`config.mk`:
```
export PLATFORM = sky130hd
export DESIGN_NAME = multiplier_4x4
export DESIGN_NICKNAME = d
export VERILOG_FILES = /design/src/rtl/mult_pkg.sv /design/src/rtl/multiplier_4x4.sv
export SDC_FILE = /design/constraint.sdc
export NUM_CORES = 1
export LEC_CHECK = 0
export CORE_ASPECT_RATIO = 1.75
export CORE_MARGIN = 2
export CORE_UTILIZATION = 50
export CTS_CLUSTER_SIZE = 28
export DETAILED_ROUTE_END_ITERATION = 8
export PLACE_DENSITY = 0.73
export RECOVER_POWER = 25
export REMOVE_ABC_BUFFERS = 1
export SKIP_CTS_REPAIR_TIMING = 1
export SLEW_MARGIN = 20
export SYNTH_ARGS = -nofsm -noshare
export SYNTH_HDL_FRONTEND = slang
export SYNTH_SLANG_ARGS = --single-unit
```
`constraint.sdc`:
```
create_clock -name clk -period 2.53 [get_ports clk]
set_input_delay 0.6325 -clock clk [delete_from_list [all_inputs] [get_ports clk]]
set_output_delay 0.6325 -clock clk [all_outputs]
set_load 0.02 [all_outputs]
```
`src/rtl/mult_pkg.sv`:
```
// Shared types and helpers for the sequential shift-add multiplier.
package mult_pkg;

   typedef enum logic {
      IDLE = 1'b0,
      RUN  = 1'b1
   } state_t;

   function automatic int prod_width(input int width);
      return 2 * width;
   endfunction

endpackage

```
`src/rtl/multiplier_4x4.sv`:
```
// Unsigned shift-add multiplier, one partial product per clock.
// Operands are latched on start; P holds the last completed result.
//
// state | meaning
// IDLE  | waiting for start, done low
// RUN   | accumulating partial products, busy high
module multiplier_4x4
   import mult_pkg::*;
#(
   parameter int WIDTH = 4
) (
   input  logic                         clk,
   input  logic                         rst_n,
   input  logic                         start,
   input  logic [WIDTH-1:0]             A,
   input  logic [WIDTH-1:0]             B,
   output logic                         busy,
   output logic                         done,
   output logic [prod_width(WIDTH)-1:0] P
);

   localparam int PW = prod_width(WIDTH);
   localparam int CW = $clog2(WIDTH);
   localparam logic [CW-1:0] CNT_LAST = CW'(WIDTH - 1);

   state_t          r_state;
   state_t          w_state_next;
   logic [PW-1:0]   r_a;
   logic [WIDTH-1:0] r_b;
   logic [PW-1:0]   r_acc;
   logic [CW-1:0]   r_cnt;
   logic [PW-1:0]   r_p;
   logic            r_busy;
   logic            r_done;
   logic            w_accept;
   logic            w_last;
   logic [PW-1:0]   w_acc_next;

   always_comb begin
      w_state_next = r_state;
      w_accept     = 1'b0;
      w_last       = 1'b0;
      w_acc_next   = r_acc + (r_b[0] ? r_a : '0);
      case (r_state)
         IDLE: begin
            if (start) begin
               w_accept     = 1'b1;
               w_state_next = RUN;
            end
         end
         RUN: begin
            if (r_cnt == CNT_LAST) begin
               w_last       = 1'b1;
               w_state_next = IDLE;
            end
         end
         default: w_state_next = IDLE;
      endcase
   end

   always_ff @(posedge clk) begin
      if (!rst_n) begin
         r_state <= IDLE;
      end else begin
         r_state <= w_state_next;
      end
   end

   always_ff @(posedge clk) begin
      if (!rst_n) begin
         r_a    <= '0;
         r_b    <= '0;
         r_acc  <= '0;
         r_cnt  <= '0;
         r_p    <= '0;
         r_busy <= 1'b0;
         r_done <= 1'b0;
      end else begin
         r_done <= 1'b0;
         if (w_accept) begin
            r_a    <= PW'(A);
            r_b    <= B;
            r_acc  <= '0;
            r_cnt  <= '0;
            r_busy <= 1'b1;
         end else if (r_state == RUN) begin
            r_acc <= w_acc_next;
            r_a   <= r_a << 1;
            r_b   <= r_b >> 1;
            r_cnt <= r_cnt + 1'b1;
            // last iteration: publish the sum including this cycle's partial product
            if (w_last) begin
               r_p    <= w_acc_next;
               r_done <= 1'b1;
               r_busy <= 1'b0;
               r_cnt  <= '0;
            end
         end
      end
   end

   assign busy = r_busy;
   assign done = r_done;
   assign P    = r_p;

endmodule

```
==> metrics, run 1 <==
largest net degree at the start of global routing 26; Layout area overhead 20.3%; H-tree depth 2; CP max stage cell dfxtp_1; number of port buffers 20; Pint a little under 0.8 mW; post-place setup slack 0.277 ns; CP peak stage delay ~0.45 ns; worst vdd ir roughly 570 uV; CTS tree built; power per cell area roughly 530 mW/mm^2; Critical Path, Cell by Cell and2_1 > ha_1 > inv_1 > fa_1 > nor2b_4 > o31a_1 > o21a_1 > nor4_1 > or3_1; Avg Inst Size Synth a little over 9 um^2; GRT Total Usage roughly a fifth; routed vias ~1300; Final Setup Violations 0; DRT iter0 DRCs 21; layout cell share with drive strength beyond 1 roughly 5.6%; Post-DP Area about 0.0019 mm^2; worst-margin pin slew 0.599 ns; post-synthesis cell type count 36; setup_tns 0 ns; Die Y between 70 and 80 um; most common cell after layout, fill and taps aside dfxtp_1; Max Slew Vio Count 0; drt drc 0; Slew HR between 60% and 70%; min-delay worst type reg2reg; Worst setup SP type register; sequential fraction of the synthesis area around two fifths; mapped cell area around 0.0016 mm^2; fmax 433 MHz; # diodes 0; DP HPWL 2500 um; Arr. time, crit path approximately 2.5 ns; Clk network pwr share approximately two fifths; core region area between 0.003 and 0.004 mm^2; initial antenna violation count 0; Leakage Power just under 0.8 nW; Critical Path Fanout Max 9; vias in the first global route between 1000 and 1500; CTS sink cnt 33; global-route wire length before repair 5580 um; post-route clock period utilization 91.3%; switching share of total power between 20% and 30%; Starting Density between 50% and 60%; I/O pins 21; Buf/Inv on CP 1; Site Rows 27; final worst setup slack about 0.22 ns; Reg power frac a little over half; Top delay family on crit path simple AND/OR/NAND/NOR gates; Chip Width between 40 and 50 um; Design Area, Final around 0.0019 mm^2; clk buf depth 2; Routed Antenna Nets 0; cts bufs inserted 5; Logic pwr share between 8 and 9%; Crit. End Element register; Clk pin slew, worst setup/hold paths 0.07 ns; post-synthesis cell count 176; unrepaired setup endpoints after global routing false; vias per inst around 5.4; grt ovf 0; kind of critical path reg2reg; Initial DRT Pass Iterations 4; most frequent cells in the layout dfxtp_1, nor2_1, mux2i_1, clkdlybuf4s50_1, nand2_1; skew final about 0.0055 ns; max-cap violations 0; Synth Register Bits 33; synth warn 0; outcome complete, no violations; routability-driven placement congestion ratio between 0.8 and 0.9; Critical Path RT 2.70 ns; worst skew pair latency 0.28 ns; Die ar. between 0.003 and 0.004 mm^2; net switching power between 0.2 and 0.25 mW; Routed WL per cell between 10 and 15 um; Clock Tree Root clkbuf_8; final net count 218; Tmin final roughly 2.3 ns; WL final ~3200 um; Hold Violations, Final 0
==> per-layer routing <==
metal	part of all wire, %	routed length [um]	vias to the layer above	track usage (%)
met5	0	0	-	0
met4	1.5	49	0	6.67
met3	2.9	94	5	4.77
met2	56	1810	27	37.4
met1	39	1260	606	21.9
li1	-	-	653	-
==> through the flow <==
step / std cells / power, mW / util [%] / hold WS (ns)
after CTS: 241 / 1.04 / 62.5 / 0.459
after floorplan: 168 / 0.607 / - / 0.461
after global placement: 234 / 0.647 / 59.6 / 0.436
final: 241 / 1.03 / 62.4 / 0.454
after global routing: 241 / 1.08 / 62.4 / 0.485
after detailed placement: 234 / 0.650 / 59.6 / 0.447
==> area by class of cell <==
type	instances	area, um^2
inverters	5	18.8
fillers	284	1170
clock buffers	6	82.6
repair buffers	23	219
clock inverters	1	7.51
well taps	43	53.8
flip-flops and latches	33	661
multi-input cells	130	896
==> worst paths after layout <==
check        endpoint  cells after the start  slack (ns)    from
max          r_acc[6]                      9        0.22  r_b[0]
min reg2reg      P[5]                      2        0.45    P[5]
max reg2reg  r_acc[6]                      9        0.22  r_b[0]
min              P[5]                      2        0.45    P[5]
==> worst register-to-register path: cells and delay by family (launching register included) <==
family | cells | cell delay (ns)
buf+inv | 1 | 0.06
compound gates | 2 | 0.31
fa+ha+maj | 2 | 0.61
simple gates | 4 | 0.76
flops | 1 | 0.45
==> sequential cells by signal, summed over array words and instances (netlist names) <==
register / cells
P: 8
r_a: 8
r_acc: 8
r_b: 4
r_cnt: 2
busy: 1
done: 1
r_state: 1
==> synth_stat cells <==
library cell	count	area, um^2
nor4_1	1	6.26
buf_2	2	10.0
and2_1	12	75.1
a21o_1	1	7.51
nand3b_1	1	7.51
clkbuf_1	3	11.3
nor2_1	20	75.1
o31a_1	1	8.76
a211oi_1	4	30.0
dfxtp_1	33	661
o21bai_1	1	7.51
mux2i_1	18	180
ha_1	8	100
inv_1	5	18.8
buf_4	1	7.51
nor2b_4	1	13.8
a22o_1	4	35.0
nand2_1	15	56.3
a32o_1	1	10.0
and4b_1	1	10.0
o21a_1	4	30.0
a2111o_1	1	11.3
and3_1	1	6.26
or3_1	2	12.5
a21boi_2	1	11.3
xnor2_1	3	26.3
fa_1	1	20.0
nor2b_1	1	6.26
nor3b_1	1	7.51
buf_1	2	7.51
xor2_1	1	8.76
a21oi_1	4	20.0
nand2b_1	3	18.8
nand3_1	3	15.0
a41oi_1	1	8.76
o21ai_0	14	70.1
==> power groups by stage <==
stage / clock (mW) / combinational, mW / sequential, mW
2_1_floorplan: 0 / 0.0439 / 0.563
3_3_place_gp: 0 / 0.0869 / 0.560
3_5_place_dp: 0 / 0.0896 / 0.560
4_1_cts: 0.406 / 0.0897 / 0.548
5_1_grt: 0.428 / 0.0978 / 0.550
6_report: 0.396 / 0.0871 / 0.549
==> cells by family (layout without fill, tap and decap cells) <==
| group | count (synthesis) | count (layout) | synth area share (%) |
|---|---|---|---|
| compound gates | 37 | 37 | 15.5 |
| xor+xnor | 4 | 4 | 2.17 |
| fa+ha+maj | 9 | 9 | 7.45 |
| buf+inv | 13 | 35 | 3.42 |
| flops | 33 | 33 | 41.0 |
| mux | 18 | 18 | 11.2 |
| simple gates | 62 | 62 | 19.3 |
No activity file was read; power rests on OpenSTA's default activity.
==> run 2, diff against run 1 <==
- CORE_UTILIZATION: 50 -> 54
- PLACE_DENSITY: 0.73 -> 0.78
==> metrics, run 2 (same netlist as run 1, synthesis figures left out) <==
Tmin final about 2.4 ns; Layout area overhead 19.3%; Critical Path RT about 2.7 ns; I/O pins 21; global-route wire length before repair roughly 5500 um; GR met3 Demand/Resource approximately 5.7%; final net count 220; DRT iter0 DRCs 30; grt ovf 0; Crit. End Element register; setup_tns 0 ns; routed vias about 1300; cts bufs inserted 5; Leakage Power 0.796 nW; Routed WL per cell 13.6 um; most common cell after layout, fill and taps aside dfxtp_1; vias in the first global route 1258; power per cell area around 530 mW/mm^2; Die ar. roughly 0.0035 mm^2; # diodes 0; clk buf depth 2; Hold Crit Start P[7]; worst vdd ir between 400 and 500 uV; Hold Path End P[7]; Max Slew Vio Count 0; Clock Tree Root clkbuf_8; Die Y approximately 76 um; Reg2Reg Depth 9; drt drc 0; FF-to-FF Start r_b[0]; worst-margin pin slew ~0.91 ns; DP HPWL around 2400 um; layout cell share with drive strength beyond 1 under 10%; Hold WS around 0.45 ns; GR peak layer met2; skew final about 0.0039 ns; Chip Width 45.3 um; RR Endpoint r_acc[6]; GR Layer Usage met2 33.9%; worst skew pair latency 0.29 ns; Slew HR between 30% and 40%; initial antenna violation count 0; hold depth 2; kind of critical path reg2reg; met1 Use GR between 20% and 30%; WL final about 3100 um; Critical Path Fanout Max 9; Clk pin slew, worst setup/hold paths approximately 0.06 ns; most frequent cells in the layout dfxtp_1, nor2_1, mux2i_1, clkdlybuf4s50_1, nand2_1; max-cap violations 0; Site Rows 26; GRT Total Usage a little over a fifth; H-tree depth 2; min-delay worst type reg2reg; post-route clock period utilization approximately 93%; Initial DRT Pass Iterations 4; vias per inst between 5 and 6; fmax ~420 MHz; FILL cells around 240; Routed Antenna Nets 0; Arr. time, crit path 2.53 ns; number of port buffers 20; Hold Violations, Final 0; largest net degree at the start of global routing 18; unrepaired setup endpoints after global routing false; routability-driven placement congestion ratio a little under 0.8; CTS tree built; Starting Density 55.7%; core region area around 0.0029 mm^2; CTS sink cnt 33; Final Setup Violations 0; outcome complete, no violations; origin of the worst setup path r_b[0]; Worst setup SP type register; setup slack, reg-to-reg ~0.17 ns
==> run 2: cell count changes in the layout (fill, tap and decap cells not counted) <==
cell	delta
buf_4	+2
a21boi_2	-1
a21boi_1	+1
clkinv_2	+2
and2_0	+1
clkbuf_1	+1
clkinvlp_4	-1
clkbuf_8	-1
and2_1	-1
==> run 2: through the flow <==
stage                     power (mW)  area, um^2  cells  utilization, %  setup slack (ns)
after global placement         0.649        1850    221            63.8             0.305
after global routing            1.06        1920    229            66.4            0.0223
after CTS                       1.03        1930    229            66.7             0.190
after detailed placement       0.652        1850    221            63.8             0.202
after floorplan                0.607        1580    168               -             0.431
final                           1.01        1920    229            66.4             0.166
==> run 2: worst max path at each step <==
| stage | to | slack (ns) | depth (start not counted) |
|---|---|---|---|
| after floorplan | P[6] | 0.43 | 9 |
| after global placement | r_acc[6] | 0.30 | 9 |
| after detailed placement | r_acc[6] | 0.20 | 9 |
| after CTS | r_acc[6] | 0.19 | 9 |
| after global routing | r_acc[6] | 0.02 | 9 |
| final | r_acc[6] | 0.17 | 9 |
==> run 2: layer usage <==
| metal | routed length, um | vias to the layer above | share of wire [%] |
|---|---|---|---|
| met2 | 1610 | 38 | 52 |
| li1 | - | 658 | - |
| met3 | 129 | 10 | 4.1 |
| met4 | 126 | 0 | 4.0 |
| met1 | 1250 | 589 | 40 |
| met5 | 0 | - | 0 |
==> run 2: cell type report <==
class                           instances  area [um^2]  area share (%)
Clock buffer                            6         72.6            3.77
Sequential cell                        33          661            34.4
Multi-Input combinational cell        130          892            46.4
Tap cell                               28         35.0            1.82
Clock inverter                          2         10.0           0.520
Timing Repair Buffer                   25          234            12.2
Inverter                                5         18.8           0.976
==> run 2: worst max-delay path, stage by stage, from the launching register on <==
cell	delay (ns)
dfxtp_1	0.45
and2_1	0.17
ha_1	0.19
inv_1	0.07
fa_1	0.44
nor2b_4	0.13
o31a_1	0.15
o21a_1	0.18
nor4_1	0.08
or3_1	0.38
==> run 2: where the power goes <==
group	internal, mW	switching [mW]	total, mW
Combinational	0.0469	0.0438	0.0907
Clock	0.190	0.185	0.375
Sequential	0.533	0.0133	0.547
==> run 3, diff against run 2 <==
--- a/config.mk
+++ b/config.mk
@@ -7,3 +7,4 @@
 export LEC_CHECK = 0
-export CORE_ASPECT_RATIO = 1.75
+export ABC_CLOCK_PERIOD_IN_PS = 2530
+export CORE_ASPECT_RATIO = 0.5
 export CORE_MARGIN = 2
==> constraint.sdc (replaced) <==
create_clock -name clk -period 2.53 [get_ports clk]
set_input_delay 0.253 -clock clk [delete_from_list [all_inputs] [get_ports clk]]
set_output_delay 0.253 -clock clk [all_outputs]
set_load 0.02 [all_outputs]
==> metrics, run 3 (same netlist as run 1, synthesis figures left out) <==
final worst setup slack 0.253 ns; Slew HR around 45%; initial antenna violation count 0; layout cell share with drive strength beyond 1 6.53%; post-route clock period utilization between 90% and 100%; outcome complete, no violations; Arr. time, crit path 2.45 ns; Final Setup Violations 0; I/O pins 21; Die ar. 0.00346 mm^2; Initial DRT Pass Iterations 4; Design Area, Final about 0.0019 mm^2; clk buf depth 2; Post-DP Area between 0.0015 and 0.002 mm^2; Critical Path RT about 2.7 ns; # diodes 0; FILL cells ~210; power per cell area 556 mW/mm^2; Reg2Reg Depth 9; Worst setup SP type register; net switching power around 0.26 mW; CTS tree built; vias per inst between 5 and 6; grt ovf 0; Clk pin slew, worst setup/hold paths about 0.070 ns; DP HPWL 2390 um; Routed WL per cell approximately 14 um; drt drc 0; setup slack, reg-to-reg ~0.25 ns; Site Rows 13; vias in the first global route between 1000 and 1500; FF-to-FF Start r_b[0]; setup_tns 0 ns; Max Slew Vio Count 0; Hold WS ~0.46 ns; largest net degree at the start of global routing 39; Hold Violations, Final 0; Chip Width approximately 81 um; GRT Total Usage between 20% and 30%; CTS sink cnt 33; Pint roughly 0.83 mW; worst vdd ir ~430 uV; Critical Path Fanout Max 9; global-route wire length before repair 5340 um; core region area about 0.0027 mm^2; H-tree depth 2; worst skew pair latency between 0.2 and 0.3 ns; Clk network pwr share 41.0%; Reg power frac between 50% and 60%; total power ~1.1 mW; number of port buffers 20; final net count about 220; Die Y about 43 um; most frequent cells in the layout dfxtp_1, nor2_1, clkdlybuf4s50_1; WL final 3320 um; RR Endpoint r_acc[6]; Clock Tree Root clkbuf_8; most common cell after layout, fill and taps aside dfxtp_1; Tmin final ~2.3 ns; Layout area overhead 20.6%; fmax 439 MHz; post-place setup slack roughly 0.27 ns; Hold Crit Start P[1]; kind of critical path reg2reg; placed insts roughly 230; Crit. End Element register; Final Non-Filler Cells roughly 240; min-delay worst type reg2reg; cts bufs inserted 5; switching share of total power between 20% and 30%; unrepaired setup endpoints after global routing false; routability-driven placement congestion ratio between 0.8 and 0.9; hold depth 2; Starting Density between 50% and 60%; worst-margin pin slew 0.820 ns; max-cap violations 0; routed vias around 1300; Routed Antenna Nets 0; Hold Path End P[1]; Leakage Power roughly 0.8 nW; skew final between 0.002 and 0.003 ns; final core utilization a little over 70%; DRT iter0 DRCs 102; Logic pwr share approximately 8.8%
==> run 3: how the worst max path moves through the flow <==
stage / startpoint / to / cells past startpoint
2_1_floorplan: r_b[0] / P[6] / 9
3_3_place_gp: r_b[0] / r_acc[6] / 9
3_5_place_dp: r_b[0] / r_acc[6] / 9
4_1_cts: r_b[0] / r_acc[6] / 9
5_1_grt: r_b[0] / r_acc[6] / 9
6_report: r_b[0] / r_acc[6] / 9
==> run 3: power by group through the flow <==
stage	Combinational (mW)	Sequential, mW	Clock, mW
3_5_place_dp	0.0940	0.555	0
2_1_floorplan	0.0439	0.563	0
6_report	0.0947	0.543	0.443
4_1_cts	0.0948	0.543	0.449
3_3_place_gp	0.0927	0.554	0
5_1_grt	0.104	0.544	0.471
==> run 3: critical path, cell delays in order, from the launching register on <==
cell	delay, ns
dfxtp_1	0.43
and2_1	0.16
ha_1	0.18
inv_1	0.06
fa_1	0.44
nor2b_4	0.13
o31a_1	0.16
o21a_1	0.17
nor4_1	0.06
or3_1	0.37
==> run 3: cell type report <==
type                       count  area (um^2)  area share, %
inverter                       5         18.8          0.966
multi-input combinational    130          896           46.1
tap                           37         46.3           2.38
sequential                    33          661           34.0
clock buffer                   7         96.3           4.96
timing repair buffer          23          220           11.3
clock inverter                 1         5.00          0.258
==> run 3: routing by layer <==
layer | vias to the layer above | wire length (um) | global-route usage [%]
li1 | 652 | - | -
met1 | 606 | 1800 | 29.1
met2 | 27 | 1360 | 30.9
met3 | 4 | 126 | 6.68
met4 | 0 | 36 | 8.14
met5 | - | 0 | 0
